<file path="config.mk">
export PLATFORM = sky130hd
export DESIGN_NAME = aq_fadd_maxmin_ex3_pack
export DESIGN_NICKNAME = d
export VERILOG_FILES = /design/src/rtl/aq_fadd_maxmin_ex3_pack_pkg.sv /design/src/rtl/aq_fadd_maxmin_pack.sv /design/src/rtl/aq_fadd_maxmin_ex3_pack.sv
export SDC_FILE = /design/constraint.sdc
export NUM_CORES = 1
export LEC_CHECK = 0
export BUFFER_PORTS_ARGS = -buffer_cell sky130_fd_sc_hd__buf_2
export CAP_MARGIN = 20
export CORE_MARGIN = 4
export CORE_UTILIZATION = 25
export DETAILED_ROUTE_END_ITERATION = 7
export HOLD_SLACK_MARGIN = 0.12
export MAX_ROUTING_LAYER = met4
export SLEW_MARGIN = 10
export SYNTH_ARGS = -nofsm -noshare
export SYNTH_HDL_FRONTEND = slang
export SYNTH_SLANG_ARGS = --single-unit
export TNS_END_PERCENT = 30
</file>
<file path="constraint.sdc">
create_clock -name forever_cpuclk -period 4.75 [get_ports forever_cpuclk]
set_input_delay 0.95 -clock forever_cpuclk [delete_from_list [all_inputs] [get_ports forever_cpuclk]]
set_output_delay 0.95 -clock forever_cpuclk [all_outputs]
set_load 0.01 [all_outputs]
</file>
<file path="src/rtl/aq_fadd_maxmin_ex3_pack_pkg.sv">
// -----------------------------------------------------------------------------
// aq_fadd_maxmin_ex3_pack_pkg
// Shared vfalu definitions for the max/min/compare result packing path:
//   - result width
//   - one-hot positions of the format select {double, single, half, bhalf}
//   - NaN-box constants for results narrower than 64 bits
//   - one-hot legality helper
// -----------------------------------------------------------------------------
package aq_fadd_maxmin_ex3_pack_pkg;

   localparam int RST_W = 64;
   localparam int FMT_W = 4;

   // Bit positions inside ex2_fmt
   localparam int FMT_DOUBLE_BIT = 3;
   localparam int FMT_SINGLE_BIT = 2;
   localparam int FMT_HALF_BIT   = 1;
   localparam int FMT_BHALF_BIT  = 0;

   localparam logic [FMT_W-1:0] FMT_DOUBLE = 4'b1000;
   localparam logic [FMT_W-1:0] FMT_SINGLE = 4'b0100;
   localparam logic [FMT_W-1:0] FMT_HALF   = 4'b0010;
   localparam logic [FMT_W-1:0] FMT_BHALF  = 4'b0001;

   // Upper-bit fill for narrow results
   localparam logic [31:0] NANBOX_SINGLE = 32'hFFFF_FFFF;
   localparam logic [47:0] NANBOX_HALF   = 48'hFFFF_FFFF_FFFF;

   function automatic logic fmt_is_onehot(input logic [FMT_W-1:0] fmt);
      return (fmt != '0) && ((fmt & (fmt - 4'd1)) == '0);
   endfunction

endpackage

</file>
<file path="src/rtl/aq_fadd_maxmin_pack.sv">
// -----------------------------------------------------------------------------
// aq_fadd_maxmin_pack
// Combinational EX2 result packer for max/min/compare ops.
// Ports:
//   op_cmp            : op is a compare (result is the 1-bit compare outcome)
//   fmt               : one-hot {double, single, half, bhalf}
//   sel_sign/sel_e    : selected sign / exponent (already in target bias)
//   double_f..bhalf_f : selected fraction per format
//   cmp_r             : compare outcome
//   special_vld       : special-case result applies
//   special_rst       : pre-packed special result
//   pack_rst          : final 64-bit result
//   pack_legal        : 0 when a max/min op carries a non-one-hot format
// -----------------------------------------------------------------------------
module aq_fadd_maxmin_pack
   import aq_fadd_maxmin_ex3_pack_pkg::*;
(
   input  logic             op_cmp,
   input  logic [FMT_W-1:0] fmt,
   input  logic             sel_sign,
   input  logic [10:0]      sel_e,
   input  logic [51:0]      double_f,
   input  logic [22:0]      single_f,
   input  logic [9:0]       half_f,
   input  logic [6:0]       bhalf_f,
   input  logic             cmp_r,
   input  logic             special_vld,
   input  logic [RST_W-1:0] special_rst,
   output logic [RST_W-1:0] pack_rst,
   output logic             pack_legal
);

   always_comb begin
      pack_rst   = '0;
      pack_legal = 1'b1;
      if (op_cmp) begin
         pack_rst = {{(RST_W-1){1'b0}}, cmp_r};
      end else if (special_vld) begin
         pack_rst = special_rst;
      end else begin
         // Narrow formats only use the low exponent bits.
         case (fmt)
            FMT_DOUBLE: pack_rst = {sel_sign, sel_e, double_f};
            FMT_SINGLE: pack_rst = {NANBOX_SINGLE, sel_sign, sel_e[7:0], single_f};
            FMT_HALF:   pack_rst = {NANBOX_HALF, sel_sign, sel_e[4:0], half_f};
            FMT_BHALF:  pack_rst = {NANBOX_HALF, sel_sign, sel_e[7:0], bhalf_f};
            default: begin
               pack_rst   = '0;
               pack_legal = 1'b0;
            end
         endcase
      end
   end

endmodule

</file>
<file path="src/rtl/aq_fadd_maxmin_ex3_pack.sv">
// -----------------------------------------------------------------------------
// aq_fadd_maxmin_ex3_pack
// EX2->EX3 pipeline register for max/min/compare results. Packing happens in
// EX2 so EX3 only stores the final 64-bit value and its NV flag.
// Ports:
//   forever_cpuclk, cpurst      : clock, async active-high reset
//   ex2_*                       : EX2 op, selected fields, special/cmp info
//   ex3_flush, ex3_stall        : kill EX3 / downstream not ready
//   ex3_rst_vld, ex3_rst        : EX3 valid and packed result
//   ex3_fflags_nv               : NV flag accompanying ex3_rst
//   ex2_stall                   : EX2 must hold (EX3 full and stalled)
// -----------------------------------------------------------------------------
module aq_fadd_maxmin_ex3_pack
   import aq_fadd_maxmin_ex3_pack_pkg::*;
(
   input  logic             forever_cpuclk,
   input  logic             cpurst,
   input  logic             ex2_pipe_vld,
   input  logic             ex2_op_cmp,
   input  logic [FMT_W-1:0] ex2_fmt,
   input  logic             ex2_sel_final_sign,
   input  logic [10:0]      ex2_sel_final_e,
   input  logic [51:0]      ex2_double_sel_final_f,
   input  logic [22:0]      ex2_single0_sel_final_f,
   input  logic [9:0]       ex2_half0_sel_final_f,
   input  logic [6:0]       ex2_bhalf0_sel_final_f,
   input  logic             double_pipe_ex2_cmp_r,
   input  logic             ex2_special_value_vld,
   input  logic [RST_W-1:0] ex2_special_rst,
   input  logic             ex2_nv,
   input  logic             ex3_flush,
   input  logic             ex3_stall,
   output logic             ex3_rst_vld,
   output logic [RST_W-1:0] ex3_rst,
   output logic             ex3_fflags_nv,
   output logic             ex2_stall
);

   logic [RST_W-1:0] pack_rst_p0;
   logic             pack_legal_p0;
   logic             capture_p0;

   logic             vld_p1;
   logic [RST_W-1:0] rst_p1;
   logic             nv_p1;

   // ---- EX2: pack and decide capture ----
   aq_fadd_maxmin_pack u_pack (
      .op_cmp      (ex2_op_cmp),
      .fmt         (ex2_fmt),
      .sel_sign    (ex2_sel_final_sign),
      .sel_e       (ex2_sel_final_e),
      .double_f    (ex2_double_sel_final_f),
      .single_f    (ex2_single0_sel_final_f),
      .half_f      (ex2_half0_sel_final_f),
      .bhalf_f     (ex2_bhalf0_sel_final_f),
      .cmp_r       (double_pipe_ex2_cmp_r),
      .special_vld (ex2_special_value_vld),
      .special_rst (ex2_special_rst),
      .pack_rst    (pack_rst_p0),
      .pack_legal  (pack_legal_p0)
   );

   assign ex2_stall  = vld_p1 & ex3_stall;
   assign capture_p0 = ex2_pipe_vld & ~ex2_stall & ~ex3_flush;

   // ---- EX3: registered result ----
   // Flush wins over capture; a stalled valid op holds; otherwise drain.
   always_ff @(posedge forever_cpuclk or posedge cpurst) begin
      if (cpurst) begin
         vld_p1 <= 1'b0;
      end else if (ex3_flush) begin
         vld_p1 <= 1'b0;
      end else if (capture_p0) begin
         vld_p1 <= 1'b1;
      end else if (!ex3_stall) begin
         vld_p1 <= 1'b0;
      end
   end

   // Payload enable is exactly the capture condition; not cleared on drain/flush.
   always_ff @(posedge forever_cpuclk or posedge cpurst) begin
      if (cpurst) begin
         rst_p1 <= '0;
         nv_p1  <= 1'b0;
      end else if (capture_p0) begin
         rst_p1 <= pack_rst_p0;
         nv_p1  <= ex2_nv & pack_legal_p0;
      end
   end

   assign ex3_rst_vld   = vld_p1;
   assign ex3_rst       = rst_p1;
   assign ex3_fflags_nv = nv_p1;

endmodule

</file>
==> results.sh <==
export IMPL_ys_ff_latch=66
export IMPL_syn_nets=693
export IMPL_clockBufferDepth=2
export IMPL_gp_routability_congestion=0.7666
export IMPL_nFillCells=1892
export IMPL_p_leak_uw=0.002861
export IMPL_grt_overflow=0
export IMPL_grt_pass1_wl_um=30620
export IMPL_drt_pass1_iter_count=6
export IMPL_tightest_slew_ps=951.5
export IMPL_synth_distinct_cells=37
export IMPL_h_tree_depth=3
export IMPL_die_width_um=145.2
export IMPL_grt_setup_unrepaired="no"
export IMPL_ant_nets=0
export IMPL_antenna_found_initial=0
export IMPL_startpoint_type="input pin"
export IMPL_fin_nets=897
export IMPL_coreArea_um2=18210
export IMPL_finalSetupViolCount=0
export IMPL_yosysWarnings=0
export IMPL_wl_per_cell_um=20.46
export IMPL_drc=0
export IMPL_clk_latency_ps=330
export IMPL_crit_arrival_ps=2940
export IMPL_synth_top_area_cell="dfrtp_1"
export IMPL_initialDrtViolationCount=264
export IMPL_vias=5135
export IMPL_post_cts_setup_buffers=0
export IMPL_cp_required_ps=4980
export IMPL_dieArea_um2=21080
export IMPL_hold_path_class="reg2reg"
export IMPL_crit_fanout=32
export IMPL_ir_drop_v=0.0001473
export IMPL_clkTransAtPathRegs_ps=50
export IMPL_cts_hold_buf=0
export IMPL_finalMaxSlewViolations=0
export IMPL_grt_pass1_vias=5213
export IMPL_synth_top_cells_by_area="dfrtp_1, nand2b_1, a32oi_1"
export IMPL_drive_above_1_share=0.4092
export IMPL_p_per_area_nw_per_um2=292.3
export IMPL_fin_util=0.3460
export IMPL_max_cap_violations=0
export IMPL_cts_root_buf="clkbuf_16"
export IMPL_cts_sinks=66
export IMPL_finalHoldViolCount=0
export IMPL_diodes=0
export IMPL_synth_avg_cell_area_um2=9.189
export IMPL_min_period_ps=2707
export IMPL_numPortBuffers=247
export IMPL_crit_path_end_kind="flop"
export IMPL_fmax_ghz=0.3695
export IMPL_drt_total_wl_um=19440
export IMPL_netlist_instances=512
export IMPL_track_usage=0.1870
export IMPL_initial_utilization=0.2584
export IMPL_yosysTopAreaCellShare=0.3511
export IMPL_fin_worst_skew_ps=4.992
export IMPL_period_share=0.5698
export IMPL_syn_cell_area_um2=4705
export IMPL_cts_resized_gates=0
export IMPL_status="finished clean"
export IMPL_num_rows=49
export IMPL_ios=248
export IMPL_setup_tns_ps=0
export IMPL_die_h_um=145.2
export IMPL_cts_made_buffers=9
export IMPL_relSlewSlack=0.3657
export IMPL_grt_max_degree=80
export IMPL_area_delta_synth_final_pct=33.94
export IMPL_ys_seq_area_frac=0.3511
export IMPL_post_dp_hpwl_um=13580
export IMPL_cts_tree="done"
export IMPL_crit_type="in2reg"
export IMPL_viasPerCell=5.405
-- where the power goes --
| part | internal (uW) | switching (uW) | total [uW] | leakage [uW] |
|---|---|---|---|---|
| logic | 226 | 285 | 512 | 0.00185 |
| clock network | 395 | 256 | 652 | 0.000143 |
| registers | 637 | 42.1 | 679 | 0.000865 |
-- final timing paths --
kind                                         start                       to  slack (ps)  depth (start not counted)
max                                     ex2_fmt[3]  ex3_rst[19]$_DFFE_PP0P_        2040                          6
min                        ex3_rst[28]$_DFFE_PP0P_  ex3_rst[28]$_DFFE_PP0P_         470                          2
max reg2reg                ex3_rst_vld$_DFFE_PP0P_  ex3_rst[22]$_DFFE_PP0P_        2800                          5
min reg2reg                ex3_rst[28]$_DFFE_PP0P_  ex3_rst[28]$_DFFE_PP0P_         470                          2
max in group asynchronous                   cpurst  ex3_rst_vld$_DFFE_PP0P_        3160                          3
min in group asynchronous                   cpurst  ex3_rst[35]$_DFFE_PP0P_         640                          2
-- layout by cell type (no fill, tap or decap), types with 2 or more instances in the layout --
cell type,Yosys,final
nor2b_4,0,2
nor2b_1,20,18
buf_2,12,247
buf_4,7,8
nor4b_4,2,2
o21ai_1,20,20
nor2_1,3,3
clkinv_2,0,3
nand2b_1,48,48
clkbuf_16,0,9
dfrtp_1,66,66
a22oi_1,14,14
a22o_1,18,18
a221oi_1,17,17
o21ai_0,26,26
nand2_1,18,18
clkbuf_8,0,3
o21a_1,32,32
nor4b_2,2,2
a32o_1,15,15
o41ai_1,6,6
or2_2,3,2
clkbuf_1,35,2
a32oi_1,32,32
a21oi_1,51,51
nand3b_1,32,32
inv_1,3,2
o41ai_2,10,10
-- final cells by class --
class                   count  area [um2]  area share
well taps                 229       286.5     0.04547
clock buffers              14       274.0     0.04349
multi-input cells         380        2750      0.4365
clock inverters             2       10.01    0.001589
flip-flops and latches     66        1652      0.2621
repair buffers            256        1316      0.2089
inverters                   3       12.51    0.001986
-- critical path: stages --
cell and delay, ps:
buf_2 220, nor2b_4 750, buf_4 440, a22o_1 180
a21oi_1 80, o41ai_2 300
-- cell usage after synthesis (all sizes together) --
library cell,number
a221oi,17
a21oi,51
o41a,1
nor2,4
clkbuf,35
nand3b,32
o21a,32
a22oi,14
a21o,1
o21ai,46
buf,28
a211oi,1
dfrtp,66
a32oi,32
nand3,1
nor2b,20
inv,3
nor4b,4
xor2,1
or2,4
o41ai,16
nand2b,48
a32o,15
mux2,1
nor3,1
and2,1
o21bai,1
a22o,18
nand2,18
-- metal layers --
metal,global-route usage,vias up,share of wire
met5,-,-,0
met4,0.04796,0,0.016
met1,0.2529,2478,0.46
li1,-,2376,-
met2,0.2829,255,0.45
met3,0.04459,26,0.068
-- per-stage QoR --
stage | std cells | hold slack (ps) | power, uW | instance area (um2) | worst slack (ps)
floorplan | 512 | 511.5 | 971.6 | 4705 | 2145
global placement | 933 | 453.9 | 1196 | 5997 | 1706
detailed placement | 933 | 457.4 | 1201 | 5997 | 1657
CTS | 949 | 469.9 | 1866 | 6281 | 2019
global route | 950 | 487.2 | 1950 | 6301 | 1862
finish | 950 | 467.2 | 1842 | 6301 | 2043
-- cell families after synthesis --
logic type | Yosys count | share of synthesized area
buffers and inverters | 66 | 0.06941
and+or+nand+nor | 133 | 0.1859
xor gates and xnor gates | 1 | 0.003458
AOI/OAI and AO/OA | 245 | 0.3878
DFF | 66 | 0.3511
muxes | 1 | 0.002393
-- state kept, by name, summed over array words and instances (netlist names) --
| register | cells |
|---|---|
| ex3_rst_vld | 1 |
| ex3_rst | 64 |
| ex3_fflags_nv | 1 |
Power figures use the tool's default switching activity.
